$ cat src/rtl/mac_pkg.sv
// rtl/mac_pkg.sv - shared widths, limits and state encoding for the psum accumulator
package mac_pkg;

  localparam int SUM_W       = 20;
  localparam int EXP_W       = 5;
  localparam int EXP_MAX_VAL = 31;
  localparam int MANT_MSB    = 14;

  typedef enum logic [1:0] {
    ACC  = 2'd0,
    NORM = 2'd1,
    OUT  = 2'd2
  } state_e;

endpackage

$ cat src/rtl/psum_accumulator_if.sv
// rtl/psum_accumulator_if.sv - beat input and normalized result handshake bundle
interface psum_accumulator_if #(
  parameter int MANT_W = 16
);
  import mac_pkg::*;

  logic                     in_valid;
  logic                     in_ready;
  logic [SUM_W-1:0]         signed_sum;
  logic [EXP_W-1:0]         exp_max;
  logic [EXP_W-1:0]         exp_bias;
  logic                     clear;
  logic                     out_valid;
  logic                     out_ready;
  logic [MANT_W-1:0]        out_mant;
  logic [EXP_W-1:0]         out_exp;
  logic                     out_zero;
  logic                     out_ovf;
  logic                     out_unf;

  modport slave (
    input  in_valid, signed_sum, exp_max, exp_bias, clear, out_ready,
    output in_ready, out_valid, out_mant, out_exp, out_zero, out_ovf, out_unf
  );

  modport master (
    output in_valid, signed_sum, exp_max, exp_bias, clear, out_ready,
    input  in_ready, out_valid, out_mant, out_exp, out_zero, out_ovf, out_unf
  );

endinterface

$ cat src/rtl/psum_accumulator_leading_one_detector.sv
// rtl/psum_accumulator_leading_one_detector.sv - index of the most significant set bit
module leading_one_detector #(
  parameter int W     = 32,
  parameter int IDX_W = $clog2(W)
) (
  input  logic [W-1:0]     vec_i,
  output logic [IDX_W-1:0] idx_o,
  output logic             zero_o
);

  // Scanning upward lets the highest set bit overwrite earlier hits.
  always_comb begin
    idx_o = '0;
    for (int i = 0; i < W; i++) begin
      if (vec_i[i]) idx_o = IDX_W'(i);
    end
  end

  assign zero_o = ~|vec_i;

endmodule

$ cat src/rtl/psum_accumulator.sv
// rtl/psum_accumulator.sv - block-floating beat accumulator with normalization to mantissa/exponent
module psum_accumulator
  import mac_pkg::*;
#(
  parameter int NUM_BEATS = 4,
  parameter int ACC_W     = 32,
  parameter int MANT_W    = 16
) (
  input  logic                clk,
  input  logic                rst,
  psum_accumulator_if.slave   bus
);

  localparam int CNT_W = (NUM_BEATS > 1) ? $clog2(NUM_BEATS) : 1;
  localparam int IDX_W = $clog2(ACC_W);
  localparam logic [CNT_W-1:0]  LAST_CNT  = CNT_W'(NUM_BEATS - 1);
  localparam logic signed [7:0] EXP_CEIL  = EXP_MAX_VAL[7:0];
  localparam logic [MANT_W-1:0] MANT_SAT  = {1'b0, {(MANT_W-1){1'b1}}};

  state_e                    state_q, state_d;
  logic [CNT_W-1:0]          count_q, count_d;
  logic signed [ACC_W-1:0]   acc_q, acc_d;
  logic [EXP_W-1:0]          acc_exp_q, acc_exp_d;
  logic [EXP_W-1:0]          bias_q, bias_d;
  logic                      out_valid_q, out_valid_d;
  logic [MANT_W-1:0]         out_mant_q, out_mant_d;
  logic [EXP_W-1:0]          out_exp_q, out_exp_d;
  logic                      out_zero_q, out_zero_d;
  logic                      out_ovf_q, out_ovf_d;
  logic                      out_unf_q, out_unf_d;

  logic                      in_ready;
  logic                      accept;
  logic signed [ACC_W-1:0]   sum_ext;
  logic                      exp_up;
  logic [EXP_W-1:0]          shamt;
  logic signed [ACC_W-1:0]   acc_shr;
  logic signed [ACC_W-1:0]   sum_shr;
  logic signed [ACC_W-1:0]   acc_aligned;

  logic [ACC_W-1:0]          mag;
  logic [IDX_W-1:0]          lead_idx;
  logic                      mag_zero;
  logic [ACC_W-1:0]          mag_shifted;
  logic [MANT_W-1:0]         mant_mag;
  logic signed [7:0]         norm_exp;

  assign in_ready = (state_q == ACC) && !rst;
  // clear has priority over a beat arriving in the same cycle
  assign accept   = bus.in_valid && in_ready && !bus.clear;

  assign sum_ext     = {{(ACC_W-SUM_W){bus.signed_sum[SUM_W-1]}}, bus.signed_sum};
  assign exp_up      = bus.exp_max > acc_exp_q;
  assign shamt       = exp_up ? (bus.exp_max - acc_exp_q) : (acc_exp_q - bus.exp_max);
  assign acc_shr     = acc_q >>> shamt;
  assign sum_shr     = sum_ext >>> shamt;
  assign acc_aligned = exp_up ? (acc_shr + sum_ext) : (acc_q + sum_shr);

  assign mag = acc_q[ACC_W-1] ? -acc_q : acc_q;

  leading_one_detector #(
    .W     (ACC_W),
    .IDX_W (IDX_W)
  ) u_lod (
    .vec_i  (mag),
    .idx_o  (lead_idx),
    .zero_o (mag_zero)
  );

  // Place the leading one at MANT_MSB; shifting right drops low bits.
  always_comb begin
    mag_shifted = mag;
    if (lead_idx >= IDX_W'(MANT_MSB)) mag_shifted = mag >> (lead_idx - IDX_W'(MANT_MSB));
    else                              mag_shifted = mag << (IDX_W'(MANT_MSB) - lead_idx);
  end

  assign mant_mag = mag_shifted[MANT_W-1:0];
  assign norm_exp = 8'(acc_exp_q) + 8'(lead_idx) - 8'(MANT_MSB) - 8'(bias_q);

  always_comb begin
    state_d     = state_q;
    count_d     = count_q;
    acc_d       = acc_q;
    acc_exp_d   = acc_exp_q;
    bias_d      = bias_q;
    out_valid_d = out_valid_q;
    out_mant_d  = out_mant_q;
    out_exp_d   = out_exp_q;
    out_zero_d  = out_zero_q;
    out_ovf_d   = out_ovf_q;
    out_unf_d   = out_unf_q;

    case (state_q)
      ACC: begin
        if (bus.clear) begin
          count_d = '0;
          acc_d   = '0;
        end else if (accept) begin
          if (count_q == '0) begin
            acc_d     = sum_ext;
            acc_exp_d = bus.exp_max;
            bias_d    = bus.exp_bias;
          end else begin
            acc_d = acc_aligned;
            if (exp_up) acc_exp_d = bus.exp_max;
          end
          if (count_q == LAST_CNT) begin
            count_d = '0;
            state_d = NORM;
          end else begin
            count_d = count_q + 1'b1;
          end
        end
      end

      NORM: begin
        out_valid_d = 1'b1;
        out_zero_d  = 1'b0;
        out_ovf_d   = 1'b0;
        out_unf_d   = 1'b0;
        state_d     = OUT;
        if (mag_zero) begin
          out_mant_d = '0;
          out_exp_d  = '0;
          out_zero_d = 1'b1;
        end else if (norm_exp > EXP_CEIL) begin
          out_mant_d = acc_q[ACC_W-1] ? -MANT_SAT : MANT_SAT;
          out_exp_d  = EXP_W'(EXP_MAX_VAL);
          out_ovf_d  = 1'b1;
        end else if (norm_exp[7]) begin
          out_mant_d = '0;
          out_exp_d  = '0;
          out_unf_d  = 1'b1;
        end else begin
          out_mant_d = acc_q[ACC_W-1] ? -mant_mag : mant_mag;
          out_exp_d  = norm_exp[EXP_W-1:0];
        end
      end

      OUT: begin
        if (bus.out_ready) begin
          out_valid_d = 1'b0;
          out_zero_d  = 1'b0;
          out_ovf_d   = 1'b0;
          out_unf_d   = 1'b0;
          state_d     = ACC;
        end
      end

      default: state_d = ACC;
    endcase
  end

  always_ff @(posedge clk) begin
    if (rst) begin
      state_q     <= ACC;
      count_q     <= '0;
      acc_q       <= '0;
      acc_exp_q   <= '0;
      bias_q      <= '0;
      out_valid_q <= 1'b0;
      out_mant_q  <= '0;
      out_exp_q   <= '0;
      out_zero_q  <= 1'b0;
      out_ovf_q   <= 1'b0;
      out_unf_q   <= 1'b0;
    end else begin
      state_q     <= state_d;
      count_q     <= count_d;
      acc_q       <= acc_d;
      acc_exp_q   <= acc_exp_d;
      bias_q      <= bias_d;
      out_valid_q <= out_valid_d;
      out_mant_q  <= out_mant_d;
      out_exp_q   <= out_exp_d;
      out_zero_q  <= out_zero_d;
      out_ovf_q   <= out_ovf_d;
      out_unf_q   <= out_unf_d;
    end
  end

  assign bus.in_ready  = in_ready;
  assign bus.out_valid = out_valid_q;
  assign bus.out_mant  = out_mant_q;
  assign bus.out_exp   = out_exp_q;
  assign bus.out_zero  = out_zero_q;
  assign bus.out_ovf   = out_ovf_q;
  assign bus.out_unf   = out_unf_q;

endmodule

$ cat src/flat_wrapper.sv
// flat-port wrapper written by rule: the top's interface ports become plain ports
module psum_accumulator_flat import mac_pkg::*;
#(
  parameter int NUM_BEATS = 4,
  parameter int ACC_W     = 32,
  parameter int MANT_W    = 16
)
  (clk, rst, bus_in_valid, bus_signed_sum, bus_exp_max, bus_exp_bias, bus_clear, bus_out_ready, bus_in_ready, bus_out_valid, bus_out_mant, bus_out_exp, bus_out_zero, bus_out_ovf, bus_out_unf);
  psum_accumulator_if #(.MANT_W(MANT_W)) bus_i ();
  input  logic clk;
  input  logic rst;
  input wire logic [$bits(bus_i.in_valid)-1:0] bus_in_valid;
  input wire logic [$bits(bus_i.signed_sum)-1:0] bus_signed_sum;
  input wire logic [$bits(bus_i.exp_max)-1:0] bus_exp_max;
  input wire logic [$bits(bus_i.exp_bias)-1:0] bus_exp_bias;
  input wire logic [$bits(bus_i.clear)-1:0] bus_clear;
  input wire logic [$bits(bus_i.out_ready)-1:0] bus_out_ready;
  output wire logic [$bits(bus_i.in_ready)-1:0] bus_in_ready;
  output wire logic [$bits(bus_i.out_valid)-1:0] bus_out_valid;
  output wire logic [$bits(bus_i.out_mant)-1:0] bus_out_mant;
  output wire logic [$bits(bus_i.out_exp)-1:0] bus_out_exp;
  output wire logic [$bits(bus_i.out_zero)-1:0] bus_out_zero;
  output wire logic [$bits(bus_i.out_ovf)-1:0] bus_out_ovf;
  output wire logic [$bits(bus_i.out_unf)-1:0] bus_out_unf;
  assign bus_i.in_valid = bus_in_valid;
  assign bus_i.signed_sum = bus_signed_sum;
  assign bus_i.exp_max = bus_exp_max;
  assign bus_i.exp_bias = bus_exp_bias;
  assign bus_i.clear = bus_clear;
  assign bus_i.out_ready = bus_out_ready;
  assign bus_in_ready = bus_i.in_ready;
  assign bus_out_valid = bus_i.out_valid;
  assign bus_out_mant = bus_i.out_mant;
  assign bus_out_exp = bus_i.out_exp;
  assign bus_out_zero = bus_i.out_zero;
  assign bus_out_ovf = bus_i.out_ovf;
  assign bus_out_unf = bus_i.out_unf;
  psum_accumulator #(.NUM_BEATS(NUM_BEATS), .ACC_W(ACC_W), .MANT_W(MANT_W)) u_core (.clk(clk), .rst(rst), .bus(bus_i));
endmodule
$ cat config.mk
export PLATFORM = sky130hd
export DESIGN_NAME = psum_accumulator_flat
export DESIGN_NICKNAME = d
export VERILOG_FILES = /design/src/rtl/mac_pkg.sv /design/src/rtl/psum_accumulator_if.sv /design/src/rtl/psum_accumulator_leading_one_detector.sv /design/src/rtl/psum_accumulator.sv /design/src/flat_wrapper.sv
export SDC_FILE = /design/constraint.sdc
export NUM_CORES = 1
export LEC_CHECK = 0
export CAP_MARGIN = 20
export CORE_MARGIN = 3
export CORE_UTILIZATION = 35
export DETAILED_ROUTE_END_ITERATION = 7
export PLACE_DENSITY = 0.53
export SLEW_MARGIN = 10
export SYNTH_ARGS = -nofsm -noshare
export SYNTH_HDL_FRONTEND = slang
export SYNTH_SLANG_ARGS = --single-unit
$ cat constraint.sdc
create_clock -name clk -period 11.5 [get_ports clk]
set_input_delay 1.15 -clock clk [delete_from_list [all_inputs] [get_ports clk]]
set_output_delay 1.15 -clock clk [all_outputs]
set_load 0.05 [all_outputs]
==> results of run 1 <==
[registers in the layout (all words and copies together) (netlist names), 2 cells and up]
signal	flops
u_core.bias_q	5
u_core.count_q	2
u_core.state_q	2
u_core.bus.out_exp	5
u_core.bus.out_mant	16
u_core.acc_exp_q	5
u_core.acc_q	32
[per-stage QoR]
step	hold WS [ns]	power, uW	setup WS (ns)	instances
floorplan	0.436	2110	3.84	2156
global placement	0.435	2760	2.29	2641
detailed placement	0.443	2760	2.12	2641
CTS	0.458	3100	2.49	2657
global route	0.471	3360	1.63	2658
finish	0.451	3130	2.36	2658
[routing by layer]
| metal | wire length (um) | GRT usage | vias up | share of wire |
|---|---|---|---|---|
| li1 | - | - | 7964 | - |
| met1 | 25500 | 0.328 | 7990 | 0.43 |
| met2 | 28300 | 0.435 | 620 | 0.47 |
| met3 | 3560 | 0.0360 | 124 | 0.060 |
| met4 | 2440 | 0.108 | 0 | 0.041 |
| met5 | 0 | 0 | - | 0 |
[power by group]
part | leakage, uW | internal, uW | switching (uW)
Combinational | 0.00586 | 902 | 1640
Sequential | 0.000575 | 251 | 18.4
Clock | 0.000156 | 190 | 126
[placed cells by master (no fill, tap or decap), types with 13 or more instances in the layout]
| master | count |
|---|---|
| o22ai_1 | 20 |
| a31oi_1 | 25 |
| a211oi_1 | 32 |
| and3_1 | 29 |
| nand2_1 | 226 |
| xnor2_1 | 58 |
| nor2_1 | 225 |
| nor3_1 | 54 |
| o2111ai_1 | 14 |
| xor2_1 | 42 |
| nor4_1 | 22 |
| dfxtp_1 | 70 |
| mux4_2 | 17 |
| nand3_1 | 62 |
| buf_4 | 38 |
| nand3b_1 | 13 |
| mux2_2 | 22 |
| a21o_1 | 17 |
| a222oi_1 | 13 |
| ha_1 | 93 |
| clkdlybuf4s50_1 | 59 |
| nand2b_1 | 23 |
| a21oi_1 | 182 |
| nor2b_1 | 20 |
| or3_1 | 15 |
| a22oi_1 | 16 |
| o211ai_1 | 32 |
| inv_1 | 76 |
| nand4_1 | 19 |
| o21ai_0 | 155 |
| mux2i_1 | 141 |
[worst max-delay path, delay by kind of cell]
family                   cells  cell delay (ns)
AO/OA/AOI/OAI               16             3.80
XOR/XNOR                     1             0.16
AND/OR/NAND/NOR              4             0.59
adder cells (fa/ha/maj)      3             0.89
multiplexers                 2             0.63
buffers and inverters        6             2.14
[worst max path at each step]
stage | to | slack, ns | start
2_1_floorplan | u_core.acc_q[28] | 3.84 | bus_exp_max[1]
3_3_place_gp | u_core.acc_q[28] | 2.29 | bus_exp_max[0]
3_5_place_dp | u_core.acc_q[30] | 2.12 | bus_exp_max[0]
4_1_cts | u_core.acc_q[30] | 2.49 | bus_exp_max[0]
5_1_grt | u_core.acc_q[30] | 1.63 | bus_exp_max[0]
6_report | u_core.acc_q[30] | 2.36 | bus_exp_max[0]
[final cells by class]
class	instances	area, um2
inverter	80	300
clock inverter	7	95.1
clock buffer	9	225
sequential	71	1420
timing repair buffer	99	888
tap	539	674
fill	4451	25800
multi-input combinational	1853	12700
[synthesized netlist by cell type, types with 14 or more instances]
cell type    n  area (um2)
or3_1       15        93.8
mux4_2      17         383
a21oi_1    183         916
dfxtp_1     71        1420
nor3_1      54         270
o211ai_1    32         240
o2111ai_1   14         123
a22oi_1     16         120
nand2b_1    23         144
a211oi_1    32         240
o21ai_0    156         781
mux2_2      22         248
mux2i_1    142        1420
nand4_1     19         119
xnor2_1     62         543
nor2_1     225         845
o22ai_1     21         131
and3_1      29         181
nand3_1     62         310
buf_2       24         120
xor2_1      44         385
a31oi_1     25         156
nor2b_1     20         125
clkbuf_1   111         417
ha_1        94        1180
inv_1       76         285
nand2_1    226         848
a21o_1      17         128
nor4_1      22         138
[kinds of logic (layout without fill, tap and decap cells)]
| group | count (synthesis) | in the layout |
|---|---|---|
| AOI/OAI and AO/OA | 695 | 695 |
| xor gates and xnor gates | 108 | 108 |
| adders and majority gates | 100 | 100 |
| buffers and inverters | 232 | 195 |
| DFF | 71 | 71 |
| muxes | 182 | 182 |
| and+or+nand+nor | 768 | 768 |
==> flow_metrics.py, run 1 <==
metrics = {
    "clock_network": {
        "clockBufferDepth": 2,
        "clkSinkCount": 71,
        "cts-resized-gates": 0,
        "hold_buffers": 0,
        "htree_num_levels": 3,
        "root_buffer": "clkbuf_16",
        "cts_tree": "done",
        "postCtsSetupBuffers": 0,
        "insertion_delay_ns": 0.38,
        "clkTransAtPathRegs_ns": 0.06,
        "numCtsBuffers": 9,
    },
    "setup_path": {
        "critPathMaxFanout": 55,
        "startpoint_type": "primary input",
        "end_kind": "flop",
        "crit_required_ns": 11.78,
        "rr_startpoint": "u_core.acc_q[0]",
        "r2r_cells": 26,
        "arrival_ns": 9.42,
        "slowest_stage": "buf_4",
        "reg2reg_setup_slack_ns": 2.93,
        "critPathKind": "in2reg",
        "critPathMaxStageDelay_ns": 0.58,
        "r2r_end": "u_core.bus.out_mant[7]",
    },
    "timing": {
        "worstMarginPinSlew_ns": 1.15,
        "period_needed_ns": 9.14,
        "fin_crit_sh": 0.795,
        "skew_ns": 0.0146,
        "tns_ns": 0,
        "max_slew_margin": 0.226,
        "report.final.slew_viol_count": 0,
        "setup_viol": 0,
        "hold_viol": 0,
        "rsz0062_at_grt": "no",
        "fmax_mhz": 109,
    },
    "synth": {
        "synth-xor-area-share": 0.0648,
        "synth-compound-area-share": 0.310,
        "synthCells": 2156,
        "ys_warn_count": 0,
        "netlist_area_um2": 15000,
        "synth-simple-area-share": 0.244,
        "synth_area_per_cell_um2": 6.96,
        "synth-edff-count": 0,
        "synthAdderAreaFrac": 0.0864,
        "synth_fp_nets": 2291,
        "ys_seq_area_frac": 0.0947,
        "synth_mux_area_frac": 0.138,
        "synth_flop_cell": "dfxtp_1",
        "synth_top_family_by_area": "compound AO/OA/AOI/OAI gates",
        "ys_ff_latch": 71,
        "ys_types": 101,
        "ys_async_sr_fraction": 0,
    },
    "power": {
        "pwr_density_cell_nw_per_um2": 191,
        "vdd_drop_max_mv": 0.107,
        "leakagePower_uw": 0.00659,
    },
    "drt": {
        "firstDrtPassIters": 8,
        "num_vias": 16698,
        "viasPerCell": 6.28,
        "drcViolationCount": 0,
        "drt_iter0_markers": 1393,
        "wire_per_inst_um": 22.5,
        "wl_um": 59800,
        "final_antenna_net_count": 0,
    },
    "min_path": {
        "hold_class": "reg2reg",
        "whs_endpoint": "u_core.bus.out_mant[4]",
        "hold_start": "u_core.bus.out_mant[4]",
        "hold_depth": 2,
    },
    "placement": {
        "place_area_um2": 16000,
        "routabilityCongestion": 0.955,
        "portBuffers": 60,
        "hpwl_um": 46300,
    },
    "die": {
        "initial_core_util": 0.356,
        "die_h_um": 213,
        "row_count": 75,
        "dieWidth_um": 213,
        "dieArea_um2": 45400,
        "core_region_area_um2": 42100,
        "design.portCount": 61,
    },
    "grt": {
        "grt_max_degree": 63,
        "gr-total-overflow": 0,
        "grt_pass1_wl_um": 91900,
        "grt_usage": 0.257,
        "grt_pass1_vias": 15843,
        "antenna_found_initial": 0,
    },
    "run_status": {
        "status": "finished, final reports clean",
    },
    "job": {
        "maxCapViolations": 0,
    },
    "layout": {
        "fin_util": 0.388,
        "finalNetCount": 2249,
        "diodes": 0,
        "drive_gt1_frac": 0.0713,
        "design_area_um2": 16300,
        "areaGrowthSynthToFinish_pct": 8.93,
    },
}
Power figures use the tool's default switching activity.
==> run 2, diff against run 1 <==
- PLACE_DENSITY: 0.53 -> 0.55
- clock period: 11.5 -> 7.45 ns (I/O delays scaled with it)
==> run 2 against run 1 <==
Register-to-register slack worse by 2.5 ns. Clock power up 61%. Hold slack worse by 0.0027 ns. First-iteration DRC count up 17%. Critical path depth up 6. Clock skew down 0.00081 ns. Cell count up 11%. Wire length up 13%. Via count up 8.8%. Critical path type unchanged.
==> flow_metrics.py, run 2 (synthesized netlist as in run 1, its figures left out) <==
metrics = {
    "run_status": {
        "status": "finished, final reports clean",
    },
    "drt": {
        "firstDrtPassIters": 6,
        "drt_iter0_markers": 1636,
        "final_antenna_net_count": 0,
        "num_vias": 18174,
        "wl_um": 67800,
        "viasPerCell": 6.14,
        "drcViolationCount": 0,
        "wire_per_inst_um": 22.9,
    },
    "die": {
        "row_count": 75,
        "design.portCount": 61,
        "dieArea_um2": 45400,
        "dieWidth_um": 213,
        "die_h_um": 213,
        "core_region_area_um2": 42100,
        "initial_core_util": 0.356,
    },
    "power": {
        "power.total_uw": 5620,
        "pwr_density_cell_nw_per_um2": 295,
        "vdd_drop_max_mv": 0.148,
        "leakagePower_uw": 0.00811,
    },
    "placement": {
        "portBuffers": 60,
        "routabilityCongestion": 0.985,
        "hpwl_um": 52400,
    },
    "timing": {
        "report.final.slew_viol_count": 0,
        "fin_crit_sh": 0.957,
        "skew_ns": 0.0137,
        "worstMarginPinSlew_ns": 0.875,
        "tns_ns": 0,
        "setup_viol": 0,
        "rsz0062_at_grt": "yes",
        "max_slew_margin": 0.412,
        "period_needed_ns": 7.13,
        "fmax_mhz": 140,
        "hold_viol": 0,
    },
    "layout": {
        "largest_reg_flops": 32,
        "finalNetCount": 2548,
        "regMostFlops": "u_core.acc_q",
        "layout_commonest_cell": "buf_4",
        "mostFrequentLayoutCells": "326 x buf_4, 224 x nand2_1, 223 x nor2_1, 171 x a21oi_1, 145 x o21ai_0",
        "drive_gt1_frac": 0.206,
        "areaGrowthSynthToFinish_pct": 26.9,
        "fillers": 4290,
    },
    "setup_path": {
        "critPathMaxFanout": 7,
        "end_kind": "flop",
        "crit_start": "bus_exp_max[0]",
        "critPathMaxStageDelay_ns": 0.45,
        "reg2reg_setup_slack_ns": 0.40,
        "arrival_ns": 7.39,
        "slowest_stage": "clkdlybuf4s50_1",
        "rr_startpoint": "u_core.acc_q[0]",
        "startpoint_type": "primary input",
        "crit_family": "compound AO/OA/AOI/OAI gates",
        "critPathBufInv": 10,
        "critPathKind": "in2reg",
        "cp_common_cell": "buf_4",
        "crit_required_ns": 7.71,
    },
    "clock_network": {
        "cts_tree": "done",
        "htree_num_levels": 3,
        "root_buffer": "clkbuf_16",
        "numCtsBuffers": 9,
        "hold_buffers": 0,
        "clkSinkCount": 71,
        "clockBufferDepth": 2,
        "insertion_delay_ns": 0.38,
        "clkTransAtPathRegs_ns": 0.06,
    },
    "grt": {
        "grt_max_degree": 63,
        "antenna_found_initial": 0,
        "grt_pass1_wl_um": 103000,
        "gr-total-overflow": 0,
        "grt_pass1_vias": 17444,
        "grt_usage": 0.291,
    },
    "job": {
        "maxCapViolations": 0,
    },
    "min_path": {
        "hold_start": "u_core.bus.out_mant[4]",
        "hold_class": "reg2reg",
    },
}
run 2: final timing paths:
check	endpoint	cells after the start
max	u_core.acc_q[28]	38
min reg2reg	u_core.bus.out_mant[4]	2
max reg2reg	u_core.bus.out_mant[13]	24
min	u_core.bus.out_mant[4]	2
run 2: routing by layer:
metal / vias to the layer above / GRT usage / routed length (um)
met1: 8691 / 0.354 / 27600
met3: 177 / 0.0392 / 3650
met2: 722 / 0.494 / 32500
li1: 8584 / - / -
met4: 0 / 0.168 / 4010
met5: - / 0 / 0
run 2: timing repair:
action	in CTS	in global routing
cloned	2	0
endpoints found under the setup margin	7	32
pin swaps	2	23
resized for setup	17	67
setup buffers	13	13
run 2: metrics by stage:
| step | cell area [um2] | utilization | hold slack, ns | std cells | worst slack, ns |
|---|---|---|---|---|---|
| after detailed placement | 18100 | 0.431 | 0.441 | 2913 | -0.595 |
| after CTS | 18700 | 0.443 | 0.456 | 2944 | 0.00181 |
| final | 19000 | 0.452 | 0.449 | 2958 | 0.324 |
| after global placement | 18100 | 0.431 | 0.436 | 2913 | -0.464 |
| after global routing | 19000 | 0.452 | 0.484 | 2957 | -0.126 |
| after floorplan | 15000 | - | 0.436 | 2156 | 0.200 |
run 2: final cells by class:
class | instances | area [um2] | area share
multi-input combinational | 1853 | 13000 | 0.685
timing repair buffer | 398 | 3270 | 0.172
sequential | 71 | 1420 | 0.0747
tap | 539 | 674 | 0.0354
inverter | 80 | 300 | 0.0158
clock buffer | 13 | 260 | 0.0137
clock inverter | 3 | 65.1 | 0.00342
antenna | 1 | 2.50 | 0.000131
run 2: worst min-delay path, stage by stage (launching register included):
cell and delay [ns]:
dfxtp_1 0.32, nand2_1 0.04, o21ai_0 0.05
run 2: where the power goes:
| group | total, uW | internal [uW] | switching [uW] |
|---|---|---|---|
| registers | 406 | 387 | 18.7 |
| clock network | 508 | 311 | 197 |
| logic | 4700 | 1910 | 2790 |
==> run 3, diff against run 2 <==
- SETUP_SLACK_MARGIN: unset -> 0.02
==> run 3 against run 2 <==
Maximum frequency is essentially flat. Largest power group unchanged. Non-clock buffer count decreased by 3. Power decreased by 0.26%. Hold slack is essentially flat. Combinational power hardly changed. Cell count shrank 0.14%. Critical endpoint unchanged. Clock skew is 0.0031 ns higher. Flip-flop and latch count stayed put. Sequential share of layout area barely moved. Cell area shrank 0.22%.
==> flow_metrics.py, run 3 (synthesized netlist as in run 1, its figures left out) <==
metrics = {
    "run_status": {
        "status": "finished, final reports clean",
    },
    "timing": {
        "report.final.slew_viol_count": 0,
        "hold_slack_ns": 0.449,
        "setup_viol": 0,
        "rsz0062_at_grt": "yes",
        "max_slew_margin": 0.392,
        "fin_crit_sh": 0.956,
        "worstMarginPinSlew_ns": 0.906,
        "skew_ns": 0.0168,
        "hold_viol": 0,
        "fmax_mhz": 140,
        "period_needed_ns": 7.12,
    },
    "setup_path": {
        "arrival_ns": 7.38,
        "startpoint_type": "primary input",
        "crit_required_ns": 7.71,
        "critPathMaxStageDelay_ns": 0.51,
        "critPathMaxFanout": 6,
        "critPathKind": "in2reg",
        "reg2reg_setup_slack_ns": 0.41,
        "rr_startpoint": "u_core.acc_q[0]",
        "end_kind": "flop",
        "r2r_cells": 28,
        "slowest_stage": "mux4_2",
        "r2r_end": "u_core.bus.out_mant[15]",
    },
    "grt": {
        "antenna_found_initial": 1,
        "grt_usage": 0.291,
        "gr-total-overflow": 0,
        "grt_pass1_vias": 17447,
        "grt_max_degree": 63,
        "grt_pass1_wl_um": 103000,
    },
    "die": {
        "row_count": 75,
        "dieArea_um2": 45400,
        "design.portCount": 61,
        "initial_core_util": 0.356,
        "die_h_um": 213,
        "dieWidth_um": 213,
        "core_region_area_um2": 42100,
    },
    "drt": {
        "num_vias": 18077,
        "drcViolationCount": 0,
        "wl_um": 67500,
        "wire_per_inst_um": 22.8,
        "drt_iter0_markers": 1579,
        "firstDrtPassIters": 8,
        "viasPerCell": 6.12,
        "final_antenna_net_count": 0,
    },
    "clock_network": {
        "hold_buffers": 0,
        "numCtsBuffers": 9,
        "clkTransAtPathRegs_ns": 0.06,
        "clkSinkCount": 71,
        "htree_num_levels": 3,
        "insertion_delay_ns": 0.38,
        "cts_tree": "done",
        "root_buffer": "clkbuf_16",
        "clockBufferDepth": 2,
    },
    "layout": {
        "drive_gt1_frac": 0.203,
        "mostFrequentLayoutCells": "323 x buf_4, 224 x nand2_1, 224 x nor2_1, 171 x a21oi_1, 145 x o21ai_0",
        "layout_commonest_cell": "buf_4",
        "areaGrowthSynthToFinish_pct": 26.6,
        "diodes": 0,
        "finalNetCount": 2545,
        "design_area_um2": 19000,
        "largest_reg_flops": 32,
        "regMostFlops": "u_core.acc_q",
    },
    "job": {
        "maxCapViolations": 0,
    },
    "placement": {
        "hpwl_um": 52400,
        "place_area_um2": 18100,
        "routabilityCongestion": 0.985,
        "portBuffers": 60,
    },
    "power": {
        "vdd_drop_max_mv": 0.146,
        "leakagePower_uw": 0.00811,
        "pwr_density_cell_nw_per_um2": 295,
    },
    "min_path": {
        "whs_endpoint": "u_core.bus.out_mant[4]",
        "hold_depth": 2,
        "hold_start": "u_core.bus.out_mant[4]",
        "hold_class": "reg2reg",
    },
}
==> run 3: cell count changes in the layout (fill, tap and decap cells not counted), moves of 2 or more <==
cell	change
mux2i_1	+5
nor2_2	-2
mux2i_2	-4
buf_4	-3
==> run 3: metal layers <==
| layer | wire length, um | GRT usage | vias up |
|---|---|---|---|
| li1 | - | - | 8578 |
| met1 | 27100 | 0.355 | 8595 |
| met2 | 32300 | 0.492 | 725 |
| met3 | 3940 | 0.0386 | 179 |
| met4 | 4150 | 0.170 | 0 |
| met5 | 0 | 0 | - |
==> run 3: final cells by class <==
class	instances	area (um2)
fillers	4294	23100
multi-input cells	1853	13000
repair buffers	395	3250
flip-flops and latches	71	1420
well taps	539	674
inverters	80	300
clock buffers	13	260
clock inverters	3	65.1
==> run 3: critical path, delay by kind of cell <==
family          cells  cell delay, ns
mux                 2            0.79
xor+xnor            1            0.20
fa+ha+maj           2            0.50
buf+inv             7            1.22
simple gates        9            1.05
compound gates     16            2.85
==> run 3: report_power, final <==
group          total (uW)  internal, uW  switching, uW
registers             406           387           18.4
clock network         507           311            196
logic                4690          1900           2780
==> run 3: metrics by stage <==
| step | worst slack [ns] | power, uW | util | TNS (ns) | instances |
|---|---|---|---|---|---|
| 2_1_floorplan | 0.200 | 3250 | - | 0 | 2156 |
| 3_3_place_gp | -0.464 | 4880 | 0.431 | -3.24 | 2913 |
| 3_5_place_dp | -0.595 | 4870 | 0.431 | -4.17 | 2913 |
| 4_1_cts | 0.00659 | 5450 | 0.443 | 0 | 2942 |
| 5_1_grt | -0.102 | 5980 | 0.451 | -0.111 | 2954 |
| 6_report | 0.329 | 5600 | 0.451 | 0 | 2954 |
==> run 3: repair_timing <==
action / CTS / global route
endpoints found under the setup margin: 7 / 32
cloned: 2 / 0
setup buffers: 11 / 12
pin swaps: 3 / 21
resized for setup: 19 / 61
==> run 3: worst max path at each step <==
stage	endpoint	slack, ns	startpoint	cells after the start
6_report	u_core.acc_q[28]	0.33	bus_exp_max[0]	37
5_1_grt	u_core.acc_q[28]	-0.10	bus_exp_max[2]	38
4_1_cts	u_core.acc_q[28]	0.007	bus_exp_max[1]	36
3_5_place_dp	u_core.acc_q[30]	-0.60	bus_exp_max[1]	38
3_3_place_gp	u_core.acc_q[30]	-0.46	bus_exp_max[1]	38
2_1_floorplan	u_core.acc_q[28]	0.20	bus_exp_max[1]	37
==> variant 1 (config.mk and constraints of run 1) <==
Re-encode `state_e` (3 states) as one-hot, 3 bits wide.
--- a/src/rtl/mac_pkg.sv
+++ b/src/rtl/mac_pkg.sv
@@ -7,8 +7,8 @@
   localparam int MANT_MSB    = 14;
 
-  typedef enum logic [1:0] {
-    ACC  = 2'd0,
-    NORM = 2'd1,
-    OUT  = 2'd2
+  typedef enum logic [2:0] {
+    ACC  = 3'b001,
+    NORM = 3'b010,
+    OUT  = 3'b100
   } state_e;
 
Formal check against the unedited RTL: same outputs for any inputs over 4 cycles, from zero or initial values and one cycle with rst high; so few cycles prove little.
==> variant 1 against run 1 <==
Combinational power fell by 5%; routed wire length is 3.9% lower; largest cell class unchanged; register-to-register slack lost 80 ps; non-clock buffer count increased by 1; synthesized cell count up 0.74%; die area up 0.63%; global-route usage is 0.72 points lower; cell area is 0.77% higher; sequential cell count is 1 higher; setup slack got worse by 31 ps; critical endpoint unchanged; power down 4.3%; synthesized area increased by 0.65%.
==> variant 1: results (changes against run 1) <==
<table>
<tr><th>Metric</th><th>Value</th></tr>
<tr><th colspan="2">Outcome</th></tr>
<tr><td>Status</td><td>completed</td></tr>
<tr><th colspan="2">Route</th></tr>
<tr><td>Starting DRC count in detailed routing</td><td>1676 (+20%)</td></tr>
<tr><td>Detailed-routing wirelength on met1</td><td>25.2 mm (-1.3%)</td></tr>
<tr><td>Final wirelength</td><td>57.4 mm (-3.9%)</td></tr>
<tr><td>Sum of met3 wire segment lengths after detailed routing</td><td>3.31 mm (-7.0%)</td></tr>
<tr><td>Count of vias placed by the detailed router</td><td>16743 (+0.27%)</td></tr>
<tr><th colspan="2">Worst hold path</th></tr>
<tr><td>Worst Min Path Start</td><td>u_core.bus.out_valid</td></tr>
<tr><th colspan="2">Critical path</th></tr>
<tr><td>Critical register-to-register path endpoint</td><td>u_core.bus.out_mant[12]</td></tr>
<tr><td>Worst path slowest cell</td><td>sky130_fd_sc_hd__mux2_2</td></tr>
<tr><td>Worst Setup SP</td><td>bus_exp_max[1]</td></tr>
<tr><td>Register-to-register setup slack</td><td>2850 ps (-80 ps)</td></tr>
<tr><td>Logic depth of the worst register-to-register path</td><td>24 (-7.7%)</td></tr>
<tr><td>Worst Path Arrival</td><td>9490 ps (+70 ps)</td></tr>
<tr><td>Critical register-to-register path startpoint</td><td>u_core.acc_q[3]</td></tr>
<tr><td>Largest fanout on the critical path</td><td>58 (+5.5%)</td></tr>
<tr><th colspan="2">Timing</th></tr>
<tr><td>Clock skew after layout</td><td>12.0 ps (-2.51 ps)</td></tr>
<tr><td>Smallest hold slack</td><td>454 ps (+2.30 ps)</td></tr>
<tr><td>Transition time at the pin with the least slew margin</td><td>1040 ps (-118 ps)</td></tr>
<tr><th colspan="2">Logic synthesis</th></tr>
<tr><td>Sequential-to-total area share from yosys stat</td><td>9.55% (+0.071 points)</td></tr>
<tr><td>Commonest cells in the netlist</td><td>sky130_fd_sc_hd__nand2_1, sky130_fd_sc_hd__nor2_1, sky130_fd_sc_hd__a21oi_1, sky130_fd_sc_hd__o21ai_0, sky130_fd_sc_hd__mux2i_1</td></tr>
<tr><th colspan="2">Global routing</th></tr>
<tr><td>Number of global-route vias before repair</td><td>16028 (+1.2%)</td></tr>
<tr><td>Global-route wire length before repair</td><td>90.8 mm (-1.1%)</td></tr>
<tr><td>Met2 global-route usage</td><td>40.7% (-2.8 points)</td></tr>
<tr><th colspan="2">Place</th></tr>
<tr><td>Placer congestion estimate</td><td>0.984 (+3.1%)</td></tr>
<tr><td>Placement-stage cell area</td><td>0.0162 mm² (+0.92%)</td></tr>
<tr><th colspan="2">Power and ir drop</th></tr>
<tr><td>Peak ir drop on the vdd network</td><td>0.101 mV (-5.9%)</td></tr>
<tr><td>Comb power</td><td>2420 µW (-5%)</td></tr>
</table>
[variant 1: logic make-up after synthesis]
logic type | count (synthesis) | synth area share, %
simple gates | 768 | 24.6
compound gates | 724 | 32.4
buf+inv | 241 | 6.37
mux | 165 | 12.4
xor+xnor | 102 | 6.09
fa+ha+maj | 100 | 8.58
flops | 72 | 9.55
[variant 1: cell type report]
| cell class | instances | area, µm² |
|---|---|---|
| multi-input combinational | 1859 | 12800 |
| tap | 577 | 722 |
| inverter | 80 | 300 |
| sequential | 72 | 1450 |
| fill | 4497 | 25900 |
| clock buffer | 9 | 225 |
| clock inverter | 7 | 72.6 |
| timing repair buffer | 100 | 916 |
[variant 1: through the flow]
step                instances  setup slack, ps
floorplan                2172             3830
global placement         2686             2180
detailed placement       2687             1950
CTS                      2703             2370
global route             2704             1720
finish                   2704             2330
[variant 1: critical path: cells and delay by family]
family          cells  cell delay (ps)
mux                 4             1940
fa+ha+maj           3              710
simple gates        7             1340
buf+inv             4             1300
compound gates     17             3000
==> variant 2 (settings of run 1) <==
Without the edit above. `ACC_W` is set to 32 in 2 places; all go to 64.
--- a/src/rtl/psum_accumulator.sv
+++ b/src/rtl/psum_accumulator.sv
@@ -4,5 +4,5 @@
 #(
   parameter int NUM_BEATS = 4,
-  parameter int ACC_W     = 32,
+  parameter int ACC_W     = 64,
   parameter int MANT_W    = 16
 ) (
--- a/src/flat_wrapper.sv
+++ b/src/flat_wrapper.sv
@@ -3,5 +3,5 @@
 #(
   parameter int NUM_BEATS = 4,
-  parameter int ACC_W     = 32,
+  parameter int ACC_W     = 64,
   parameter int MANT_W    = 16
 )
Formal check against the unedited RTL: no difference found for any inputs over 4 cycles, from zero or initial values and one cycle with rst high; that may be too few to reach the edited logic, so the function may still have changed.
==> variant 2 against run 1 <==
Fmax decreased by 9.3%; via count rose by 69%; cell area rose by 66%; first-iteration DRC count rose by 130%; synthesized area increased by 70%; power up 36%; setup slack got worse by 940 ps; register-to-register slack lost 810 ps; critical path depth grew 7; non-clock buffer count grew 31; sequential cell count grew 32; routed wire length grew 75%; die area up 67%; hold slack better by 1.4 ps.
==> variant 2: results (changes against run 1) <==
<table>
<tr><th>Metric</th><th>Value</th></tr>
<tr><th colspan="2">Power and ir drop</th></tr>
<tr><td>Leakage component of the power</td><td>0.0114 µW (+73%)</td></tr>
<tr><td>Peak ir drop on the vdd network</td><td>0.139 mV (+30%)</td></tr>
<tr><th colspan="2">Route</th></tr>
<tr><td>Met2 WL post-DR</td><td>46.0 mm (+63%)</td></tr>
<tr><td>Detailed-routing wirelength on met1</td><td>48.7 mm (+91%)</td></tr>
<tr><td>Final wirelength</td><td>105 mm (+75%)</td></tr>
<tr><th colspan="2">Clock network</th></tr>
<tr><td>Reg clk slew, reported paths</td><td>90 ps (+30 ps)</td></tr>
<tr><td>Clock insertion delay at the later pin of the skew report</td><td>410 ps (+30 ps)</td></tr>
<tr><th colspan="2">Cells and area</th></tr>
<tr><td>Max FFs per register</td><td>64 (+100%)</td></tr>
<tr><td>Layout cell share with drive strength beyond 1</td><td>7.11% (-0.016 points)</td></tr>
<tr><td>Layout Nets</td><td>3725 (+66%)</td></tr>
<tr><th colspan="2">Logic synthesis</th></tr>
<tr><td>Synth Area in Adders</td><td>8.29% (-0.35 points)</td></tr>
<tr><td>Net Count, Synth</td><td>3857 (+68%)</td></tr>
<tr><td>Share of cell area taken by muxes after synthesis</td><td>16.9% (+3.1 points)</td></tr>
<tr><td>Commonest cells in the netlist</td><td>sky130_fd_sc_hd__nand2_1, sky130_fd_sc_hd__a21oi_1, sky130_fd_sc_hd__mux2i_1, sky130_fd_sc_hd__nor2_1, sky130_fd_sc_hd__o21ai_0</td></tr>
<tr><td>Most area-consuming cells after synthesis</td><td>sky130_fd_sc_hd__mux2i_1, sky130_fd_sc_hd__dfxtp_1, sky130_fd_sc_hd__ha_1</td></tr>
<tr><td>Sequential-to-total area share from yosys stat</td><td>8.11% (-1.4 points)</td></tr>
<tr><th colspan="2">Critical path</th></tr>
<tr><td>Largest fanout on the critical path</td><td>23 (-58%)</td></tr>
<tr><td>Worst path slowest cell</td><td>sky130_fd_sc_hd__a211oi_1</td></tr>
<tr><th colspan="2">Worst hold path</th></tr>
<tr><td>Worst Min Path Start</td><td>u_core.bus.out_exp[3]</td></tr>
<tr><th colspan="2">Global routing</th></tr>
<tr><td>Total routing resource utilization after global routing</td><td>26.7% (+0.99 points)</td></tr>
<tr><td>Pin count of the biggest net entering global routing</td><td>154 (+140%)</td></tr>
<tr><td>Global-route wire length before repair</td><td>160 mm (+74%)</td></tr>
<tr><td>Number of global-route vias before repair</td><td>26228 (+66%)</td></tr>
<tr><th colspan="2">Outcome</th></tr>
<tr><td>Status</td><td>completed</td></tr>
<tr><th colspan="2">Place</th></tr>
<tr><td>Cell count after placement</td><td>4463 (+69%)</td></tr>
</table>
[variant 2: cell count changes in the layout (fill, tap and decap cells not counted), sizes merged, moves of 45 or more]
cell / delta
ha: +65
mux2i: +163
a21oi: +147
o21ai: +120
xnor2: +45
nand2: +203
a21o: +73
nor2: +71
nand3: +55
[variant 2: metal layers]
layer	up-vias	global-route usage, %
met1	13606	38.6
met2	1118	41.5
li1	13395	-
met4	0	8.28
met5	-	0
met3	184	2.61
[variant 2: worst max path at each step]
stage | from | endpoint | slack [ps] | cells past startpoint
after detailed placement | bus_exp_max[1] | u_core.acc_q[62] | 1120 | 41
final | bus_exp_max[2] | u_core.acc_q[62] | 1430 | 39
after global placement | bus_exp_max[1] | u_core.acc_q[62] | 1210 | 41
after global routing | bus_exp_max[2] | u_core.acc_q[62] | 580 | 38
after CTS | bus_exp_max[1] | u_core.acc_q[62] | 1460 | 41
after floorplan | bus_exp_max[1] | u_core.acc_q[62] | 3050 | 40
[variant 2: final cells by class]
cell class                 instances  area [µm²]
clock buffer                      10         250
clock inverter                     6        51.3
fill                            7761       44600
inverter                          94         353
multi-input combinational       3187       22100
sequential                       103        2070
tap                              950        1190
timing repair buffer             130        1140
[variant 2: tightest hold or removal path: cells and delay by family (launching register included)]
family	cells	cell delay [ps]
AOI/OAI and AO/OA	1	50
DFF	1	310
and+or+nand+nor	1	50
[variant 2: power breakdown]
part	total (µW)	internal [µW]	switching, µW	leakage (µW)
Combinational	3500	1230	2270	0.0104
Sequential	391	364	27.1	0.000835
Clock	353	164	189	0.000150
[variant 2: stage by stage]
step / setup slack, ps / hold slack (ps)
after CTS: 1460 / 456
after global routing: 579 / 472
after global placement: 1210 / 442
final: 1430 / 453
after detailed placement: 1120 / 445
after floorplan: 3050 / 454
